$ cat src/rtl/mux7_rr_arbiter.sv
// mux7_rr_arbiter: round-robin arbiter driving a shared 7:1 single-bit mux with registered output.
// Define MUX7_ARB_TIMEOUT_EN to force-release an owner after HOLD_MAX consecutive grant cycles.
module mux7_rr_arbiter #(
  parameter int HOLD_MAX = 15,
  parameter int CNT_W = 4
) (
  input  logic       clock,
  input  logic       resetn,
  input  logic [6:0] req,
  input  logic [6:0] data_in,
  output logic [6:0] grant,
  output logic [2:0] mux_sel,
  output logic       data_out,
  output logic       busy,
  output logic       timeout
);
  typedef enum logic {IDLE, GRANT} state_t;
  state_t state, state_nx;
  logic [6:0] grant_nx;
  logic [2:0] sel_nx, rr_ptr, rr_nx, pick, idx;
  logic [3:0] sum;
  logic found, dout_nx, busy_nx, rel;
  if (2**CNT_W <= HOLD_MAX) begin : g_cfg
    $error("CNT_W too narrow for HOLD_MAX");
  end
  // first requester at or after rr_ptr, wrapping 6 -> 0
  always_comb begin
    pick = '0;
    found = 1'b0;
    sum = '0;
    idx = '0;
    for (int k = 0; k < 7; k++) begin
      sum = {1'b0, rr_ptr} + 4'(k);
      idx = sum > 4'd6 ? 3'(sum - 4'd7) : sum[2:0];
      if (!found && req[idx]) begin
        pick = idx;
        found = 1'b1;
      end
    end
  end
`ifdef MUX7_ARB_TIMEOUT_EN
  logic [CNT_W-1:0] hold_cnt, hold_nx;
  logic to_nx;
  assign rel = !req[mux_sel] || hold_cnt == CNT_W'(HOLD_MAX);
  always_ff @(posedge clock or negedge resetn)
    if (!resetn) begin
      hold_cnt <= '0;
      timeout <= 1'b0;
    end else begin
      hold_cnt <= hold_nx;
      timeout <= to_nx;
    end
  // a voluntary drop on the expiry edge wins, so timeout only pulses if the owner still wants the mux
  always_comb begin
    hold_nx = '0;
    to_nx = 1'b0;
    if (state == IDLE) hold_nx = found ? CNT_W'(1) : '0;
    else if (!rel) hold_nx = hold_cnt + 1'b1;
    else to_nx = req[mux_sel];
  end
`else
  assign rel = !req[mux_sel];
  assign timeout = 1'b0;
`endif
  always_ff @(posedge clock or negedge resetn)
    if (!resetn) begin
      state <= IDLE;
      grant <= '0;
      mux_sel <= 3'b111;
      data_out <= 1'b0;
      busy <= 1'b0;
      rr_ptr <= '0;
    end else begin
      state <= state_nx;
      grant <= grant_nx;
      mux_sel <= sel_nx;
      data_out <= dout_nx;
      busy <= busy_nx;
      rr_ptr <= rr_nx;
    end
  always_comb begin
    state_nx = state;
    grant_nx = grant;
    sel_nx = mux_sel;
    rr_nx = rr_ptr;
    dout_nx = data_out;
    busy_nx = busy;
    if (state == IDLE) begin
      if (found) begin
        state_nx = GRANT;
        grant_nx = 7'd1 << pick;
        sel_nx = pick;
        busy_nx = 1'b1;
      end
    end else if (rel) begin
      state_nx = IDLE;
      grant_nx = '0;
      sel_nx = 3'b111;
      dout_nx = 1'b0;
      busy_nx = 1'b0;
      rr_nx = mux_sel == 3'd6 ? 3'd0 : mux_sel + 3'd1;
    end else dout_nx = data_in[mux_sel];
  end
endmodule

$ cat config.mk
export PLATFORM = sky130hd
export DESIGN_NAME = mux7_rr_arbiter
export DESIGN_NICKNAME = d
export VERILOG_FILES = /design/src/rtl/mux7_rr_arbiter.sv
export SDC_FILE = /design/constraint.sdc
export NUM_CORES = 1
export LEC_CHECK = 0
export BUFFER_PORTS_ARGS = -buffer_cell sky130_fd_sc_hd__buf_2
export CORE_MARGIN = 10
export CORE_UTILIZATION = 55
export DETAILED_ROUTE_END_ITERATION = 6
export GPL_TIMING_DRIVEN = 1
export PLACE_DENSITY = 0.75
export SLEW_MARGIN = 25
export SYNTH_ARGS = -nofsm -noshare
export SYNTH_HDL_FRONTEND = slang
export SYNTH_SLANG_ARGS = --single-unit
$ cat constraint.sdc
create_clock -name clock -period 6.9 [get_ports clock]
set_input_delay 0.69 -clock clock [delete_from_list [all_inputs] [get_ports clock]]
set_output_delay 0.69 -clock clock [all_outputs]
set_load 0.005 [all_outputs]
* After elaboration in Yosys (flattened, before gate mapping)
Index checks and enable logic that the tools add are counted. Widths: inputs -> output; s select.
Word-level totals: bits in registers 16, latch bits 0, memory bits (writable) 0, ROM bits 0, input bits 16, output and inout port bits 13, word-level logic and storage cells 107, memories 0
Operators by class: add/subtract/negate cells 14, $mul 0, div/mod/pow operators 0, $lt $le $gt $ge 15, equal/unequal tests 2, shifts and indexed selects 1, mux-type cells 53, bitwise operators 1, reduce and logical (&&, ||, !) cells 15
Operators by type and width (count):
- $mux 3 | 18
- $lt 3x4->1 const B | 8
- $bmux 1 s3 | 9
- $gt 4x3->1 const B | 6
- $mux 1 | 23
- $mux 7 | 3
- $sub 3x3->3 const B | 7
- $add 3x3->4 const B | 3
- $add 3x2->4 const B | 2
- $shl 1x3->7 const A | 1
- $logic_and 1x1->1 | 6
- $logic_not 1->1 | 6
- $add 3x1->4 const B | 1
- $reduce_and 2->1 | 2
- $add 3x1->3 const B | 1
- $eq 3x3->1 const B | 1
- $gt 3x3->1 const B | 1
- $ne 2x2->1 const B | 1
- $reduce_bool 2->1 | 1
- $not 1->1 | 1

* Longest topological paths before layout
depth in word-level cells 26, mapped depth 15, depth with buffers taken out 12

* Least setup slack after synthesis
OpenSTA, ideal clock, no wires.
path kind register to register, start register rr_ptr[1], end register grant[3], setup time 0.076 ns, data arrival time 3.460 ns, data required time 6.824 ns, path slack 3.364 ns, cell stages (with the launch flop) 15, buffers on the path 2, clock period less this slack 3.536 ns, cell sequence dfrtp_1 buf_2 inv_1 ha_1 buf_6 or2_2 o31ai_1 o221ai_1 o32ai_1 a21o_1 mux2_2 o211ai_1 o21ai_0 or3b_1 o21ai_1
Between the ends: word-level cells in the longest chain between the ends 26, elaborated cells between the ends (all ways) 72, those cells by class 13 x add/sub; 7 x order compare; 1 x shift; 37 x mux; 14 x reduce/logical
Ends and longest elaborated chain:
- from (decl) | line 20 | logic [2:0] sel_nx, rr_ptr, rr_nx, pick, idx;
- from (signal assigned) | line 79 | rr_ptr <= rr_nx;
- parallel branches: the longest is 26 deep, another holds $add 3x1->4
- to (signal assigned) | line 75 | grant <= grant_nx;
- to (decl) | line 11 | output logic [6:0] grant,
Parallel ways; which one is timed is not known. The select of a mux whose other input is x is not followed. A chain may end at the register's enable or synchronous reset.

* Worst setup path in the final report
start register rr_ptr[0], end register grant[0]
The elaborated chain is that of the path after synthesis.

==> results.md <==
* Mean routed wirelength per cell at 18.9 microns
* Mean Syn Cell Area at 7.91 sq um
* Root buf cell: sky130_fd_sc_hd__clkbuf_8
* Number of clock sinks seen by CTS at 16
* Highest clock frequency the design can meet at 0.189 GHz
* Core outline area at 5070 sq um
* CP max FO at 43
* Register bit count reported by yosys at 16
* Dominant register cell in the synthesized netlist: sky130_fd_sc_hd__dfrtp_1
* Count of nets after finishing at 397
* Clock Path Buffers at 2
* Startpoint class of the critical path: flop
* Cell variety after synth at 85
* Overall overflow remaining after global route at 0
* Setup Skew at approximately 0.0051 ns
* Setup Crit Path Kind: flop to flop
* Number of detailed-route iterations in the first pass at 7
* Cts-stage hold buffer count at 0
* Count of maximum capacitance violations at 0
* Layout Area Growth over Synthesis at 4.09%
* Post-detailed-route count of antenna-violating nets at 0
* Number of port buffers at 27
* Overall global routing resource usage at 0.191
* Worst reg2reg endpoint: grant[0]
* Num ports at 29
* Number of antenna repair diodes at 0
* Die Ht at 91.9 microns
* Worst hold path class: input port to asynchronous set/reset pin
* Data required time of the critical path at 7.04 ns
* Number of core rows at 26
* Total via count in the routed design at between 2000 and 3000
* Status: finished clean
* Count of cells along the worst register-to-register path at 13
* Syn nets at 389
* Largest net degree at the start of global routing at 44
* TritonCTS clock tree: done
* HPWL Detailed at 6.07 mm
* Total of endpoints with negative setup slack in the final report at 0
* RePlAce Congestion at 1.02
* Post-synthesis async set-or-reset flop share at 1.00
* Ratio of cells with drive above 1 in the final layout at 0.193
* Minimum setup slack among reg-to-reg paths at 1.62 ns
* Via-to-Cell Ratio at 6.70
* Yosys synthesis warning count at 0
* Synthesized cell area at 2850 sq um
* # DRC at 0
* Clock slew at reported path FFs at 0.06 ns
* Vias in the first global route at 2691
* Clock latency at the later pin of the worst-skew pair at 0.25 ns
* Gates resized, CTS repair at 0
* Total die area at 8450 sq um
* Number of post-CTS setup repair buffers at 0
* Worst slew pin tran at roughly 0.94 ns
* Total wirelength of the detailed-routed design at 8.25 mm
* Reg2Reg Launch Point: rr_ptr[0]
* Number of pins exceeding their max-slew limit in the final report at 0
* Number of fillers in the final layout at between 400 and 500
* Unrepaired setup endpoints after global routing: no
* Die outline width at 91.9 microns
* Minimum clock period at 5.28 ns
* Setup TNS at 0 ns
* Final hold violations at 0
* Total clock buffers created by CTS at 3
* Final period util at 0.765
* Number of instances in the synthesized netlist at 360
* H-tree depth at 1
* Number of flops mapped to enable cells by yosys at 0
* Slew headroom at 0.368
* Endpoint kind of the worst setup timing path: flop
* Sequential area share after synthesis at 0.142
* Arrival time at the worst endpoint at 5.42 ns
* Effective utilization at floorplan at 0.561
* Wire length of the first global-routing pass at ~14 mm
* Initial antenna violation count at 0
* Iteration-0 DRC count of the detailed router at roughly 380
placed cells by master, fill, tap and decap left out, types with 8 or more instances in the layout:
cell / Yosys / routed
sky130_fd_sc_hd__a211oi_1: 8 / 8
sky130_fd_sc_hd__a21oi_1: 27 / 27
sky130_fd_sc_hd__buf_2: 4 / 27
sky130_fd_sc_hd__dfrtp_1: 13 / 13
sky130_fd_sc_hd__ha_1: 13 / 13
sky130_fd_sc_hd__inv_1: 18 / 18
sky130_fd_sc_hd__mux2i_1: 14 / 14
sky130_fd_sc_hd__nand2_1: 28 / 28
sky130_fd_sc_hd__nand2b_1: 13 / 13
sky130_fd_sc_hd__nand3_1: 9 / 9
sky130_fd_sc_hd__nor2_1: 19 / 19
sky130_fd_sc_hd__nor2b_1: 9 / 9
sky130_fd_sc_hd__nor3_1: 8 / 8
sky130_fd_sc_hd__o211ai_1: 8 / 8
sky130_fd_sc_hd__o21ai_0: 20 / 20
worst max path at each step:
stage	start	endpoint
floorplan	rr_ptr[1]	grant[3]
global placement	rr_ptr[0]	grant[0]
detailed placement	rr_ptr[0]	grant[0]
CTS	rr_ptr[0]	grant[0]
global route	rr_ptr[0]	grant[0]
finish	rr_ptr[0]	grant[0]
synthesized netlist by cell type (3+ instances only):
cell type	instances	area (sq um)
sky130_fd_sc_hd__nand2_1	28	105
sky130_fd_sc_hd__a21oi_1	27	135
sky130_fd_sc_hd__o21ai_0	20	100
sky130_fd_sc_hd__nor2_1	19	71.3
sky130_fd_sc_hd__inv_1	18	67.6
sky130_fd_sc_hd__mux2i_1	14	140
sky130_fd_sc_hd__dfrtp_1	13	325
sky130_fd_sc_hd__ha_1	13	163
sky130_fd_sc_hd__nand2b_1	13	81.3
sky130_fd_sc_hd__clkbuf_1	10	37.5
sky130_fd_sc_hd__nand3_1	9	45.0
sky130_fd_sc_hd__nor2b_1	9	56.3
sky130_fd_sc_hd__a211oi_1	8	60.1
sky130_fd_sc_hd__nor3_1	8	40.0
sky130_fd_sc_hd__o211ai_1	8	60.1
sky130_fd_sc_hd__buf_4	7	52.6
sky130_fd_sc_hd__mux4_2	6	135
sky130_fd_sc_hd__a21o_1	5	37.5
sky130_fd_sc_hd__a31oi_1	5	31.3
sky130_fd_sc_hd__and2_1	5	31.3
sky130_fd_sc_hd__buf_6	5	56.3
sky130_fd_sc_hd__o21ai_1	5	25.0
sky130_fd_sc_hd__a221oi_1	4	35.0
sky130_fd_sc_hd__buf_2	4	20.0
sky130_fd_sc_hd__nor3b_1	4	30.0
sky130_fd_sc_hd__or2_2	4	25.0
sky130_fd_sc_hd__a21boi_0	3	22.5
sky130_fd_sc_hd__a21oi_2	3	26.3
sky130_fd_sc_hd__and3_1	3	18.8
sky130_fd_sc_hd__dfstp_2	3	78.8
sky130_fd_sc_hd__nand4b_1	3	26.3
sky130_fd_sc_hd__nor4_1	3	18.8
sky130_fd_sc_hd__o21a_1	3	22.5
per-layer routing:
| metal | up-vias | global-route usage | wire, microns |
|---|---|---|---|
| li1 | 1354 | - | - |
| met4 | 0 | 0.0656 | 198 |
| met1 | 1363 | 0.270 | 3760 |
| met2 | 183 | 0.289 | 3630 |
| met5 | - | 0 | 0 |
| met3 | 28 | 0.0269 | 657 |
registers in the layout, indices dropped and copies added (netlist names):
register / cells
grant: 7
state: 1
data_out: 1
rr_ptr: 3
mux_sel: 3
busy: 1
per-stage QoR:
stage | hold WS [ns] | std cells | utilization | area, sq um | setup slack (ns)
floorplan | 0.394 | 360 | - | 2850 | 3.36
global route | 0.356 | 437 | 0.584 | 2960 | 1.36
finish | 0.341 | 437 | 0.584 | 2960 | 1.62
CTS | 0.349 | 437 | 0.584 | 2960 | 1.80
detailed placement | 0.462 | 433 | 0.575 | 2920 | 1.85
global placement | 0.469 | 433 | 0.575 | 2920 | 2.10
final cells by class:
cell class	count	area (sq um)	share of cell area
tap	70	87.6	0.0296
timing repair buffer	29	150	0.0507
multi-input combinational	299	2200	0.744
clock buffer	4	45.0	0.0152
sequential	16	404	0.136
inverter	19	71.3	0.0241
worst max-delay path, cell delays in order (launching register included):
cell and delay (ns):
sky130_fd_sc_hd__dfrtp_1 0.32, sky130_fd_sc_hd__buf_4 0.38, sky130_fd_sc_hd__clkinv_1 0.45, sky130_fd_sc_hd__ha_1 0.84, sky130_fd_sc_hd__inv_1 0.31, sky130_fd_sc_hd__a22oi_2 0.26
sky130_fd_sc_hd__a211oi_1 0.11, sky130_fd_sc_hd__a211o_1 0.31, sky130_fd_sc_hd__a221oi_1 0.51, sky130_fd_sc_hd__nor3_2 0.13, sky130_fd_sc_hd__a31oi_1 0.75, sky130_fd_sc_hd__nor2_1 0.29
sky130_fd_sc_hd__and2_1 0.26, sky130_fd_sc_hd__a41o_2 0.22
logic make-up (layout without fill, tap and decap cells):
family                   count (synthesis)  after routing  synth area share
multiplexers                            23             23             0.110
other                                    1              1           0.00132
flip-flops                              16             16             0.142
XOR/XNOR                                 5              5            0.0299
AND/OR/NAND/NOR                        126            126             0.246
adder cells (fa/ha/maj)                 13             13            0.0571
buffers and inverters                   45             52            0.0835
AO/OA/AOI/OAI                          131            131             0.331
Power is not shown: default switching activity piles up to over one toggle a cycle in this logic, so the estimate is an artifact.
